`src/rtl/uno_s_pkg.sv`:
```
// Shared constants for the countdown-timer tick chain.
package uno_s_pkg;

  localparam int CLK_HZ                   = 50_000_000;
  localparam int CYCLES_PER_100MS_DEFAULT = CLK_HZ / 10;
  localparam int TENTHS_WIDTH             = 4;
  localparam int SIM_CYCLES_PER_100MS     = 2;

endpackage

```
`src/rtl/uno_s_if.sv`:
```
// Enable / pulse / tenths bundle between the game controller and the tick generator.
interface uno_s_if;
  import uno_s_pkg::*;

  logic                    enable;
  logic                    uno_second;
  logic [TENTHS_WIDTH-1:0] count_ten_cien_ms;

  modport master (
    output enable,
    input  uno_second,
    input  count_ten_cien_ms
  );

  modport slave (
    input  enable,
    output uno_second,
    output count_ten_cien_ms
  );

endinterface

```
`src/rtl/uno_s_prescaler.sv`:
```
// Divides the clock into one-cycle 100 ms ticks while enabled; holds its count when paused.
module uno_s_prescaler #(
  parameter int CYCLES_PER_100MS = 5_000_000
) (
  input  logic clk,
  input  logic rst,
  input  logic enable,
  output logic tick_100ms
);

  localparam int PW = (CYCLES_PER_100MS > 1) ? $clog2(CYCLES_PER_100MS) : 1;
  localparam logic [PW-1:0] LAST = PW'(CYCLES_PER_100MS - 1);

  logic [PW-1:0] r_cnt;
  logic          w_at_last;

  assign w_at_last  = (r_cnt == LAST);
  assign tick_100ms = enable && w_at_last;

  always_ff @(posedge clk) begin
    if (rst) begin
      r_cnt <= '0;
    end else if (enable) begin
      r_cnt <= w_at_last ? '0 : r_cnt + 1'b1;
    end
  end

endmodule

```
`src/rtl/uno_s.sv`:
```
// One-second tick generator: counts 100 ms ticks and pulses uno_second once per enabled second.
module uno_s
  import uno_s_pkg::*;
#(
  parameter int CYCLES_PER_100MS  = CYCLES_PER_100MS_DEFAULT,
  parameter int TENTHS_PER_SECOND = 10
) (
  input  logic    clk,
  input  logic    rst,
  uno_s_if.slave  bus
);

  localparam logic [TENTHS_WIDTH-1:0] LAST_TENTH = TENTHS_WIDTH'(TENTHS_PER_SECOND - 1);

  logic                    w_tick_100ms;
  logic                    w_last_tenth;
  logic [TENTHS_WIDTH-1:0] r_tenths;
  logic                    r_uno_second;

  uno_s_prescaler #(
    .CYCLES_PER_100MS (CYCLES_PER_100MS)
  ) u_prescaler (
    .clk        (clk),
    .rst        (rst),
    .enable     (bus.enable),
    .tick_100ms (w_tick_100ms)
  );

  assign w_last_tenth = (r_tenths == LAST_TENTH);

  // The pulse lands on the same edge the tenths count wraps back to zero.
  always_ff @(posedge clk) begin
    if (rst) begin
      r_tenths     <= '0;
      r_uno_second <= 1'b0;
    end else begin
      r_uno_second <= w_tick_100ms && w_last_tenth;
      if (w_tick_100ms) begin
        r_tenths <= w_last_tenth ? '0 : r_tenths + 1'b1;
      end
    end
  end

  assign bus.uno_second        = r_uno_second;
  assign bus.count_ten_cien_ms = r_tenths;

endmodule

```
`src/flat_wrapper.sv`:
```
// flat-port wrapper written by rule: the top's interface ports become plain ports
module uno_s_flat import uno_s_pkg::*;
#(
  parameter int CYCLES_PER_100MS  = CYCLES_PER_100MS_DEFAULT,
  parameter int TENTHS_PER_SECOND = 10
)
  (clk, rst, bus_enable, bus_uno_second, bus_count_ten_cien_ms);
  uno_s_if bus_i ();
  input  logic clk;
  input  logic rst;
  input wire logic [$bits(bus_i.enable)-1:0] bus_enable;
  output wire logic [$bits(bus_i.uno_second)-1:0] bus_uno_second;
  output wire logic [$bits(bus_i.count_ten_cien_ms)-1:0] bus_count_ten_cien_ms;
  assign bus_i.enable = bus_enable;
  assign bus_uno_second = bus_i.uno_second;
  assign bus_count_ten_cien_ms = bus_i.count_ten_cien_ms;
  uno_s #(.CYCLES_PER_100MS(CYCLES_PER_100MS), .TENTHS_PER_SECOND(TENTHS_PER_SECOND)) u_core (.clk(clk), .rst(rst), .bus(bus_i));
endmodule
```
`config.mk`:
```
export PLATFORM = sky130hd
export DESIGN_NAME = uno_s_flat
export DESIGN_NICKNAME = d
export VERILOG_FILES = /design/src/rtl/uno_s_pkg.sv /design/src/rtl/uno_s_if.sv /design/src/rtl/uno_s_prescaler.sv /design/src/rtl/uno_s.sv /design/src/flat_wrapper.sv
export SDC_FILE = /design/constraint.sdc
export NUM_CORES = 1
export LEC_CHECK = 0
export ABC_CLOCK_PERIOD_IN_PS = 1900
export BUFFER_PORTS_ARGS = -buffer_cell sky130_fd_sc_hd__buf_2
export CORE_ASPECT_RATIO = 0.6
export CORE_MARGIN = 2
export CORE_UTILIZATION = 45
export CTS_CLUSTER_SIZE = 40
export DETAILED_ROUTE_END_ITERATION = 12
export GPL_ROUTABILITY_DRIVEN = 1
export PLACE_DENSITY_LB_ADDON = 0.25
export RECOVER_POWER = 100
export SKIP_LAST_GASP = 1
export SYNTH_ARGS = -nofsm -noshare
export SYNTH_HDL_FRONTEND = slang
export SYNTH_SLANG_ARGS = --single-unit
```
`constraint.sdc`:
```
create_clock -name clk -period 1.9 [get_ports clk]
set_input_delay 0.095 -clock clk [delete_from_list [all_inputs] [get_ports clk]]
set_output_delay 0.095 -clock clk [all_outputs]
set_load 0.02 [all_outputs]
```
* Yosys cells after proc, flatten, opt, wreduce, memory -nomap -nowiden
Index checks and enable logic that the tools add are counted.
** Operators by class
- Add/sub/neg operators :: 2
- Equal/unequal tests :: 2
- Muxes and demuxes :: 2
- Reductions and logical operators :: 2
** Operators by type and width (count)
- 23-bit by 1-bit adder with 23-bit output, second input constant :: 1
- 23-bit equality test, second input constant :: 1
- 23-bit two-way mux :: 1
- 4-bit by 1-bit adder with 4-bit output, second input constant :: 1
- 4-bit equality test, second input constant :: 1
- 4-bit two-way mux :: 1
- 1-bit logical AND :: 2
** Storage, ports and cells
- Register bits :: 28
- Input bits :: 3
- Output and inout bits :: 5
- Logic and storage cells :: 11

* Depth between registers and ports, before layout
Gate-level depths: netlist of run 1.
- Depth in word-level cells :: 3
- Gate-level depth with buffers :: 7
- Depth with buffers taken out :: 5

* Hierarchy
Synthesis of run 1 repeated with hierarchy kept, for this count alone.
** Second synthesis, totals
- Cells, all modules :: 145
- Area, all modules :: 1408.9 um^2
** By module, submodules not included
- uno_s_prescaler :: times used 1, cells each 124, area an instance 1194.9 um^2, sequential area each 460.4 um^2
- uno_s :: times used 1, cells each 21, area an instance 214.0 um^2, sequential area each 100.1 um^2

* Least setup slack after synthesis of run 1
Ideal clock, no wire load.
- Path type :: register to register
- Start point :: reg u_core.u_prescaler.r_cnt[0]
- End point :: reg u_core.u_prescaler.r_cnt[22]
- Setup time :: 70 ps
- Arrival time :: 1537 ps
- Data required time :: 1830 ps
- Path slack :: 293 ps
- Cell stages (with the launch flop) :: 7
- Path buffers :: 1
- Period minus slack after synthesis :: 1607 ps
- Path through :: dfxtp_1 > ha_1 > and3_1 > buf_2 > nand3_2 > or4_1 > a21oi_1
** Between the ends
- Longest elaborated chain between the ends :: 2
- Elaborated cells on any way between the ends :: 3
- Those cells by class :: 1 x add/sub; 1 x eq/ne; 1 x mux
** RTL lines
- start, declared :: line uno_s_prescaler.sv:14 : logic [PW-1:0] r_cnt;
- start signal, assigned :: line uno_s_prescaler.sv:24 : r_cnt <= w_at_last ? '0 : r_cnt + 1'b1;
- 23-bit by 1-bit adder with 23-bit output or 23-bit equality test (tied branches) :: line uno_s_prescaler.sv:24, uno_s_prescaler.sv:17
- 23-bit two-way mux (*) :: line uno_s_prescaler.sv:24
Mark *: on every way between the ends. The rest lies on a longest branch, timed or not.
A chain may end at the register's enable or synchronous reset.

* Worst setup path after layout of run 1
Same ends and word-level chain as after synthesis.

==> metrics, run 1 <==
status=finished clean; first-pass GRT wire length=approximately 5.5 mm; final hold violations=0; slew margin rel.=around 76%; Layout Area Growth over Synthesis=9.94%; Pre-antenna DRT Iters=4; period utilisation layout=93.2%; reg2reg setup slack=0.13 ns; sequential fraction of the synthesis area=39.8%; Clock Path Buffers=2; syn_nets=161; CTS Buf Count=3; fraction of layout cells with a size suffix above 1=17.0%; post-CTS sizing=0; Post-Syn Area=approximately 0.0014 sq mm; Post-synth EDFFs=0; Leakage=0.537 nW; Hold WC Path Type=in2reg; fin. max-slew vios=0; nets=176; routed len/inst=15.7 um; RSZ-0062 raised after global routing=false; DIE HEIGHT=47.4 um; sequential power share=59.5%; Hold Buf Count CTS=0; via count of the first global-routing pass=1152; Post-CTS Setup Inserts=0; combinational fraction of design power=2.8%; slew of the pin with the lowest slew margin=between 0.3 and 0.4 ns; IO Pins=8; Syn Area/Cell=8.98 sq um; Rows=15; Internal Power=788 uW; CP cell instances=ha_1, and3_1, nand3_2, or4_1, a21oi_1; via count=1232; post-route minimum period=1.77 ns; FF+latch count, synth=28; number of diodes=0; Initial DRC Count=99; CP max stage cell=or4_1; YS warnings=0; placed inst area=0.00151 sq mm; Clock Skew=around 0.011 ns; final instance area=around 0.0016 sq mm; Via density=5.78; startpoint class of the critical path=flip-flop; detailed-route wire length=3.35 mm; CTS H-tree depth=1; initial antenna violation count=0; cells after synthesis=157; number of fill cells in the layout=300; gr usage total=20.3%; Power Density=645 mW/mm^2; core area=0.00293 sq mm; ys flop type=dfxtp_1; maximum clock rate=565 MHz; WS Path Type=reg2reg; setup_tns=0 ns; VDD IR max=354 uV; Buffers on Ports=7; Placer Congestion=0.863; Hold WS=0.0512 ns; Clock Pin Slew Worst Setup and Hold Paths=0.10 ns; Sw Share=21.2%; antenna viol nets, final=0; Die ar.=0.00361 sq mm; NetSw=212 uW; TritonCTS Sinks=28; Skew-Pair Late Insertion Delay=0.28 ns; CTS Root Cell=clkbuf_8; CTS tree=done; max cap viols=0; HPWL Detailed=2.43 mm; largest net degree at the start of global routing=17; detailed-route DRC error count=0; crit-path max FO=8; final setup fails=0; effective utilization at floorplan=48.2%; Die W=76.3 um; Arr. time, crit path=~2 ns; Clk network pwr share=between 30% and 40%; Worst path max stage delay=about 0.53 ns; Async SR Flop Fraction=0%; Netlist cell types=roughly 40; Req. time, crit path=2.10 ns; CP Capture Type=flip-flop; grt ovf=0
-- layer usage --
metal / GRT usage, % / part of all wire (%) / vias up
met4: 5.82 / 1.5 / 0
li1: - / - / 605
met1: 26.0 / 47 / 583
met5: 0 / 0 / -
met2: 34.7 / 46 / 36
met3: 5.77 / 6.4 / 8
-- cell usage after synthesis, types with 2 or more instances --
| library cell | number | area, sq um |
|---|---|---|
| nor3_1 | 2 | 10.0 |
| xnor2_1 | 2 | 17.5 |
| xor2_1 | 10 | 87.6 |
| and3_1 | 2 | 12.5 |
| and4bb_2 | 2 | 25.0 |
| o31ai_1 | 3 | 22.5 |
| nor2b_1 | 2 | 12.5 |
| or3_1 | 8 | 50.1 |
| nand2_1 | 8 | 30.0 |
| and3_2 | 2 | 15.0 |
| o21ai_0 | 10 | 50.1 |
| nand4_1 | 9 | 56.3 |
| or3_2 | 3 | 22.5 |
| inv_1 | 2 | 7.51 |
| buf_6 | 3 | 33.8 |
| nor4b_1 | 3 | 26.3 |
| and4_1 | 3 | 26.3 |
| nand3_1 | 8 | 40.0 |
| a21oi_1 | 11 | 55.1 |
| buf_4 | 2 | 15.0 |
| dfxtp_1 | 28 | 561 |
| nor2_1 | 15 | 56.3 |
-- power by group through the flow --
stage                     combinational, mW  sequential, mW  clock [mW]
final                                0.0281           0.595       0.377
after global routing                 0.0325           0.596       0.406
after CTS                            0.0293           0.595       0.382
after detailed placement             0.0292           0.609           0
after global placement               0.0263           0.608           0
after floorplan                      0.0193           0.608           0
-- metrics by stage --
step / setup WS, ns / power (mW) / utilization [%] / std cells
3_3_place_gp: 0.192 / 0.634 / 51.4 / 209
5_1_grt: 0.00570 / 1.03 / 52.9 / 213
3_5_place_dp: 0.116 / 0.638 / 51.4 / 209
4_1_cts: 0.0782 / 1.01 / 53.3 / 213
6_report: 0.130 / 1.00 / 52.9 / 213
2_1_floorplan: 0.293 / 0.627 / - / 157
-- placed cells by master, fill, tap and decap left out, types with 2 or more instances in the layout --
master and count:
a21oi_1 11, and3_1 2, and3_2 2, and4_1 3
and4bb_2 2, buf_2 2, buf_4 8, clkbuf_1 5
clkbuf_2 2, clkbuf_8 4, dfxtp_1 27, inv_1 2
nand2_1 8, nand3_1 8, nand4_1 9, nor2_1 15
nor2b_1 2, nor3_1 2, nor4b_1 3, o21ai_0 10
o31ai_1 3, or3_1 8, or3_2 3, xnor2_1 2
xor2_1 10
-- worst max-delay path, delay by kind of cell (launching register included) --
family | cells | cell delay [ns]
AND/OR/NAND/NOR | 3 | 0.96
flip-flops | 1 | 0.38
AO/OA/AOI/OAI | 1 | 0.18
adder cells (fa/ha/maj) | 1 | 0.17
-- final cells by class --
type                    instances  area (sq um)  area share, %
clock buffers                   4          55.1           3.55
multi-input cells             120           774           50.0
flip-flops and latches         28           562           36.2
inverters                       2          7.51          0.484
repair buffers                 17          98.8           6.38
well taps                      42          52.6           3.39
-- path summary, 6_finish.rpt --
kind | cells after the start | to | from
setup / recovery | 5 | u_core.u_prescaler.r_cnt[22] | u_core.u_prescaler.r_cnt[0]
hold / removal | 2 | u_core.bus.count_ten_cien_ms[1] | rst
setup reg to reg | 5 | u_core.u_prescaler.r_cnt[22] | u_core.u_prescaler.r_cnt[0]
hold reg to reg | 2 | u_core.u_prescaler.r_cnt[19] | u_core.u_prescaler.r_cnt[19]
-- state kept, by name (all words and copies together) (netlist names) --
signal and flops:
u_core.bus.count_ten_cien_ms 4, u_core.bus.uno_second 1, u_core.u_prescaler.r_cnt 23
-- kinds of logic after synthesis --
logic type | after synthesis | share of synthesized area (%)
buffers and inverters | 9 | 5.32
DFF | 28 | 39.8
adders and majority gates | 1 | 0.887
muxes | 2 | 1.51
and+or+nand+nor | 77 | 33.8
xor gates and xnor gates | 12 | 7.45
AOI/OAI and AO/OA | 28 | 11.3
Power figures use the tool's default switching activity.
==> run 2: changes to the inputs <==
- REMOVE_ABC_BUFFERS: unset -> 1
==> metrics, run 2 (synthesis results as in run 1) <==
Via density=5.52 (-4.6%); Initial DRC Count=55 (-44%); Util after Layout=53.0% (+0.085 points); Arr. time, crit path=1.91 ns (-0.06 ns); antenna viol nets, final=0 (unchanged); Clock Skew=0.00458 ns (-0.00633 ns); detailed-route wire length=3.09 mm (-7.7%); Req. time, crit path=2.07 ns (-0.03 ns); CTS H-tree depth=1 (unchanged); r2r startpoint=u_core.u_prescaler.r_cnt[0]; HPWL Detailed=2.29 mm (-5.6%); initial antenna violation count=0 (unchanged); Sw Share=19.0% (-2.2 points); GR peak layer=met2; status=finished clean; Layout Area Growth over Synthesis=10.1%; Buffers on Ports=7 (unchanged); final hold violations=0 (unchanged); TritonCTS Sinks=28 (unchanged); Rows=15 (unchanged); final setup fails=0 (unchanged); final worst slack=0.158 ns (+0.0279 ns); RSZ-0062 raised after global routing=false; CTS tree=done; Clk network pwr share=43.0% (+5.3 points); max cap viols=0 (unchanged); hold path start=rst; Worst path max stage delay=0.37 ns (-0.16 ns); first-pass GRT wire length=5.01 mm (-9.4%); number of flip-flops in the largest register=23 (unchanged); pre-CTS WS=0.139 ns (+0.0225 ns); maximum clock rate=574 MHz (+1.6%); core area=0.00293 sq mm (unchanged); slew of the pin with the lowest slew margin=0.350 ns (+0.000243 ns); grt ovf=0 (unchanged); CTS Buf Count=3 (unchanged); met1 usage=25.6% (-0.40 points); number of diodes=0 (unchanged); FF-to-FF End=u_core.bus.count_ten_cien_ms[2]; fin. max-slew vios=0 (unchanged); IO Pins=8 (unchanged); post-route minimum period=1.74 ns (-0.0279 ns); Post-CTS Setup Inserts=0 (unchanged); detailed-route DRC error count=0 (unchanged); largest net degree at the start of global routing=24 (+7); via count of the first global-routing pass=1030 (-11%); grt met3 use=5.77% (unchanged); crit path capture=u_core.bus.count_ten_cien_ms[2]; via count=1170 (-5.0%); highest-count cells in the layout ignoring fill and taps=27 x dfxtp_1, 15 x nor2_1, 12 x a21oi_1; VDD IR max=331 uV (-6.4%); CP Capture Type=flip-flop; worst r2r path cells=5 (unchanged); nets=175 (-0.57%); crit-path max FO=4 (-4); final instance area=0.00155 sq mm (+0.16%); slew margin rel.=76.4% (about the same); Internal Power=883 uW (+12%); Die ar.=0.00361 sq mm (unchanged); DIE HEIGHT=47.4 um (unchanged); Pre-antenna DRT Iters=4 (unchanged); Hold WC Path Type=in2reg; Leakage=0.531 nW (-1.1%); CTS Root Cell=clkbuf_8; Power Density=702 mW/mm^2 (+8.8%); CP max stage cell=dfxtp_1; sequential power share=54.6% (-4.9 points); gr usage total=18.2% (-2.1 points); startpoint class of the critical path=flip-flop; met2 Use GR=28.7% (-6.0 points); placed inst area=0.00150 sq mm (-0.50%); reg2reg setup slack=0.16 ns (+0.03 ns); NetSw=207 uW (-2.6%); Clock Path Buffers=2 (unchanged); fraction of layout cells with a size suffix above 1=15.3% (-1.7 points); CP cell instances=ha_1, and3_1, nand4_1, nor3_1, mux2_2; WS Path Type=reg2reg; routed len/inst=14.6 um (-7.3%); combinational fraction of design power=2.5% (-0.3 points); Biggest register=u_core.u_prescaler.r_cnt; Die W=76.3 um (unchanged); Critical path origin=u_core.u_prescaler.r_cnt[0]; most common cell after layout, fill and taps aside=dfxtp_1; Hold Buf Count CTS=0 (unchanged); Skew-Pair Late Insertion Delay=0.27 ns (about the same); effective utilization at floorplan=48.2% (unchanged); Clock Pin Slew Worst Setup and Hold Paths=0.10 ns (about the same); Placer Congestion=0.942 (+9.2%); period utilisation layout=91.7% (-1.5 points)
## run 2: worst min path at each step
stage                                           end  cells after the start
floorplan           u_core.bus.count_ten_cien_ms[0]                      1
detailed placement  u_core.bus.count_ten_cien_ms[1]                      2
global route        u_core.bus.count_ten_cien_ms[1]                      2
CTS                 u_core.bus.count_ten_cien_ms[1]                      2
global placement    u_core.bus.count_ten_cien_ms[1]                      2
finish              u_core.bus.count_ten_cien_ms[1]                      2
## run 2: cell type report
class | count | area, sq um
clock inverters | 1 | 30.0
clock buffers | 3 | 41.3
flip-flops and latches | 28 | 562
multi-input cells | 120 | 771
fillers | 301 | 1380
repair buffers | 16 | 88.8
well taps | 42 | 52.6
inverters | 2 | 7.51
## run 2: routing by layer
| metal | up-vias | wire length, um |
|---|---|---|
| li1 | 603 | - |
| met1 | 538 | 1650 |
| met2 | 29 | 1240 |
| met3 | 0 | 196 |
| met4 | 0 | 0 |
| met5 | - | 0 |
## run 2: what timing repair did
item,in CTS,in global routing
setup endpoints to repair,0,2
resized for setup,0,1
hold endpoints to repair,0,0
## run 2: worst max-delay path: cells and delay by family, from the launching register on
| kind | cells | cell delay (ns) |
|---|---|---|
| and+or+nand+nor | 3 | 0.73 |
| DFF | 1 | 0.37 |
| muxes | 1 | 0.36 |
| adders and majority gates | 1 | 0.18 |
## run 2: power by group through the flow
| stage | clock network [mW] | logic, mW | registers [mW] |
|---|---|---|---|
| floorplan | 0 | 0.0154 | 0.608 |
| global placement | 0 | 0.0256 | 0.608 |
| detailed placement | 0 | 0.0276 | 0.609 |
| CTS | 0.478 | 0.0279 | 0.595 |
| global route | 0.506 | 0.0302 | 0.596 |
| finish | 0.468 | 0.0268 | 0.595 |
## run 2: per-stage QoR
step / TNS (ns) / power (mW) / hold WS (ns) / cells
floorplan: -3.05 / 0.623 / 0.164 / 150
global placement: 0 / 0.634 / 0.349 / 208
detailed placement: 0 / 0.636 / 0.357 / 208
CTS: 0 / 1.10 / 0.0574 / 212
global route: 0 / 1.13 / 0.0715 / 212
finish: 0 / 1.09 / 0.0610 / 212
==> run 3: changes to the inputs <==
- CTS_BUF_LIST: unset -> sky130_fd_sc_hd__clkbuf_16
==> metrics, run 3 (synthesis results as in run 1) <==
Pre-antenna DRT Iters=4 (unchanged); Clock Pin Slew Worst Setup and Hold Paths=0.07 ns (-0.03 ns); Sw Share=17.8% (-1.2 points); gr usage total=18.6% (+0.46 points); combinational fraction of design power=2.1% (-0.4 points); Hold WC Path Type=in2reg; Biggest register=u_core.u_prescaler.r_cnt; final worst slack=0.0938 ns (-0.0642 ns); maximum clock rate=554 MHz (-3.6%); Hold Buf Count CTS=0 (unchanged); Util after Layout=54.3% (+1.2 points); NetSw=221 uW (+6.8%); final setup fails=0 (unchanged); fin. max-slew vios=0 (unchanged); worst r2r path cells=4 (-1); CTS H-tree depth=1 (unchanged); Post-CTS Setup Inserts=0 (unchanged); RSZ-0062 raised after global routing=false; Layout Area Growth over Synthesis=12.7%; WS Path Type=reg2reg; Clk network pwr share=49.9% (+6.9 points); r2r startpoint=u_core.u_prescaler.r_cnt[6]; via count of the first global-routing pass=1046 (+1.6%); Power Density=781 mW/mm^2 (+11%); Placer Congestion=0.942 (unchanged); Buffers on Ports=7 (unchanged); nets=175 (unchanged); FF/Latch Area=561 sq um (-0.22%); Internal Power=1.02 mW (+16%); fraction of layout cells with a size suffix above 1=15.3% (unchanged); Skew-Pair Late Insertion Delay=0.26 ns (about the same); status=finished clean; slew margin rel.=77.6% (+1.2 points); met3 wire length=160 um (-18%); WL met2=1.32 mm (+6.0%); Arr. time, crit path=2.01 ns (+0.10 ns); post-route minimum period=1.81 ns (+0.0642 ns); number of fill cells in the layout=291 (-3.3%); max cap viols=0 (unchanged); highest-count cells in the layout ignoring fill and taps=28 x dfxtp_1, 15 x nor2_1, 11 x o21ai_0, 11 x a21oi_1, 10 x xor2_1; FF-to-FF End=u_core.u_prescaler.r_cnt[21]; antenna viol nets, final=0 (unchanged); M1 WL=1.67 mm (+1.6%); pre-CTS WS=0.139 ns (unchanged); Multi-input gate area=774 sq um (+0.49%); slew of the pin with the lowest slew margin=0.332 ns (-0.0177 ns); sequential power share=47.9% (-6.7 points); most common cell after layout, fill and taps aside=dfxtp_1; DIE HEIGHT=47.4 um (unchanged); IO Pins=8 (unchanged); crit-path max FO=10 (+6); HPWL Detailed=2.29 mm (unchanged); largest net degree at the start of global routing=24 (unchanged); period utilisation layout=95.1% (+3.4 points); placed insts=208 (unchanged); startpoint class of the critical path=flip-flop; Initial DRC Count=66 (+20%); effective utilization at floorplan=48.2% (unchanged); Via density=5.49 (-0.60%); CP Capture Type=flip-flop; setup_tns=0 ns (unchanged); Final Power=1.24 mW (+14%); Non-Filler Instances=212 (unchanged); Rows=15 (unchanged); number of flip-flops in the largest register=23 (unchanged); initial antenna violation count=0 (unchanged); via count=1163 (-0.60%); Clock Skew=0.00590 ns (+0.00132 ns); Worst Hold End=u_core.bus.count_ten_cien_ms[1]; final hold violations=0 (unchanged); Die W=76.3 um (unchanged); first-pass GRT wire length=5.14 mm (+2.6%); detailed-route wire length=3.15 mm (+2.0%); uppermost layer routed=met3; CTS Root Cell=clkbuf_16; CTS Buf Count=3 (unchanged); routed len/inst=14.9 um (+2.0%); core area=0.00293 sq mm (unchanged); Req. time, crit path=2.10 ns (+0.03 ns); reg2reg setup slack=0.09 ns (-0.06 ns); number of diodes=0 (unchanged); Clock Path Buffers=2 (unchanged); Hold Path Depth=2 (unchanged); grt ovf=0 (unchanged); VDD IR max=467 uV (+41%); Die ar.=0.00361 sq mm (unchanged); post-CTS sizing=0 (unchanged); CTS tree=done; detailed-route DRC error count=0 (unchanged); TritonCTS Sinks=28 (unchanged); hold path start=rst; Leakage=0.546 nW (+2.8%)
[run 3: final cells by class]
cell class | count | share of cell area [%]
tap | 42 | 3.31
clock inverter | 1 | 1.89
timing repair buffer | 16 | 5.59
sequential | 28 | 35.3
inverter | 2 | 0.472
multi-input combinational | 120 | 48.7
clock buffer | 3 | 4.72
[run 3: power groups by stage]
stage	logic, mW	registers (mW)	clock network, mW
6_report	0.0267	0.595	0.619
5_1_grt	0.0304	0.595	0.659
4_1_cts	0.0279	0.595	0.626
3_5_place_dp	0.0276	0.609	0
3_3_place_gp	0.0256	0.608	0
2_1_floorplan	0.0154	0.608	0
[run 3: layer usage]
layer | GRT usage, % | up-vias
li1 | - | 600
met1 | 26.0 | 534
met2 | 29.9 | 29
met3 | 5.38 | 0
met4 | 2.55 | 0
met5 | 0 | -
[run 3: how the worst max path moves through the flow]
stage | start | end | cells after the start
floorplan | u_core.u_prescaler.r_cnt[0] | u_core.u_prescaler.r_cnt[0] | 5
global placement | u_core.u_prescaler.r_cnt[6] | u_core.u_prescaler.r_cnt[21] | 4
detailed placement | u_core.u_prescaler.r_cnt[6] | u_core.u_prescaler.r_cnt[21] | 4
CTS | u_core.u_prescaler.r_cnt[6] | u_core.u_prescaler.r_cnt[21] | 4
global route | u_core.u_prescaler.r_cnt[6] | u_core.u_prescaler.r_cnt[21] | 4
finish | u_core.u_prescaler.r_cnt[6] | u_core.u_prescaler.r_cnt[21] | 4
[run 3: worst max-delay path, cell delays in order (launching register included)]
cell     delay, ns
dfxtp_1       0.49
and4_1        0.36
nand4_4       0.19
or4_4         0.56
a21oi_2       0.14
[run 3: stage by stage]
step / hold WS, ns / instance area, sq um
2_1_floorplan: 0.164 / 1340
3_3_place_gp: 0.349 / 1500
5_1_grt: 0.0974 / 1590
3_5_place_dp: 0.357 / 1500
4_1_cts: 0.0790 / 1600
6_report: 0.0809 / 1590
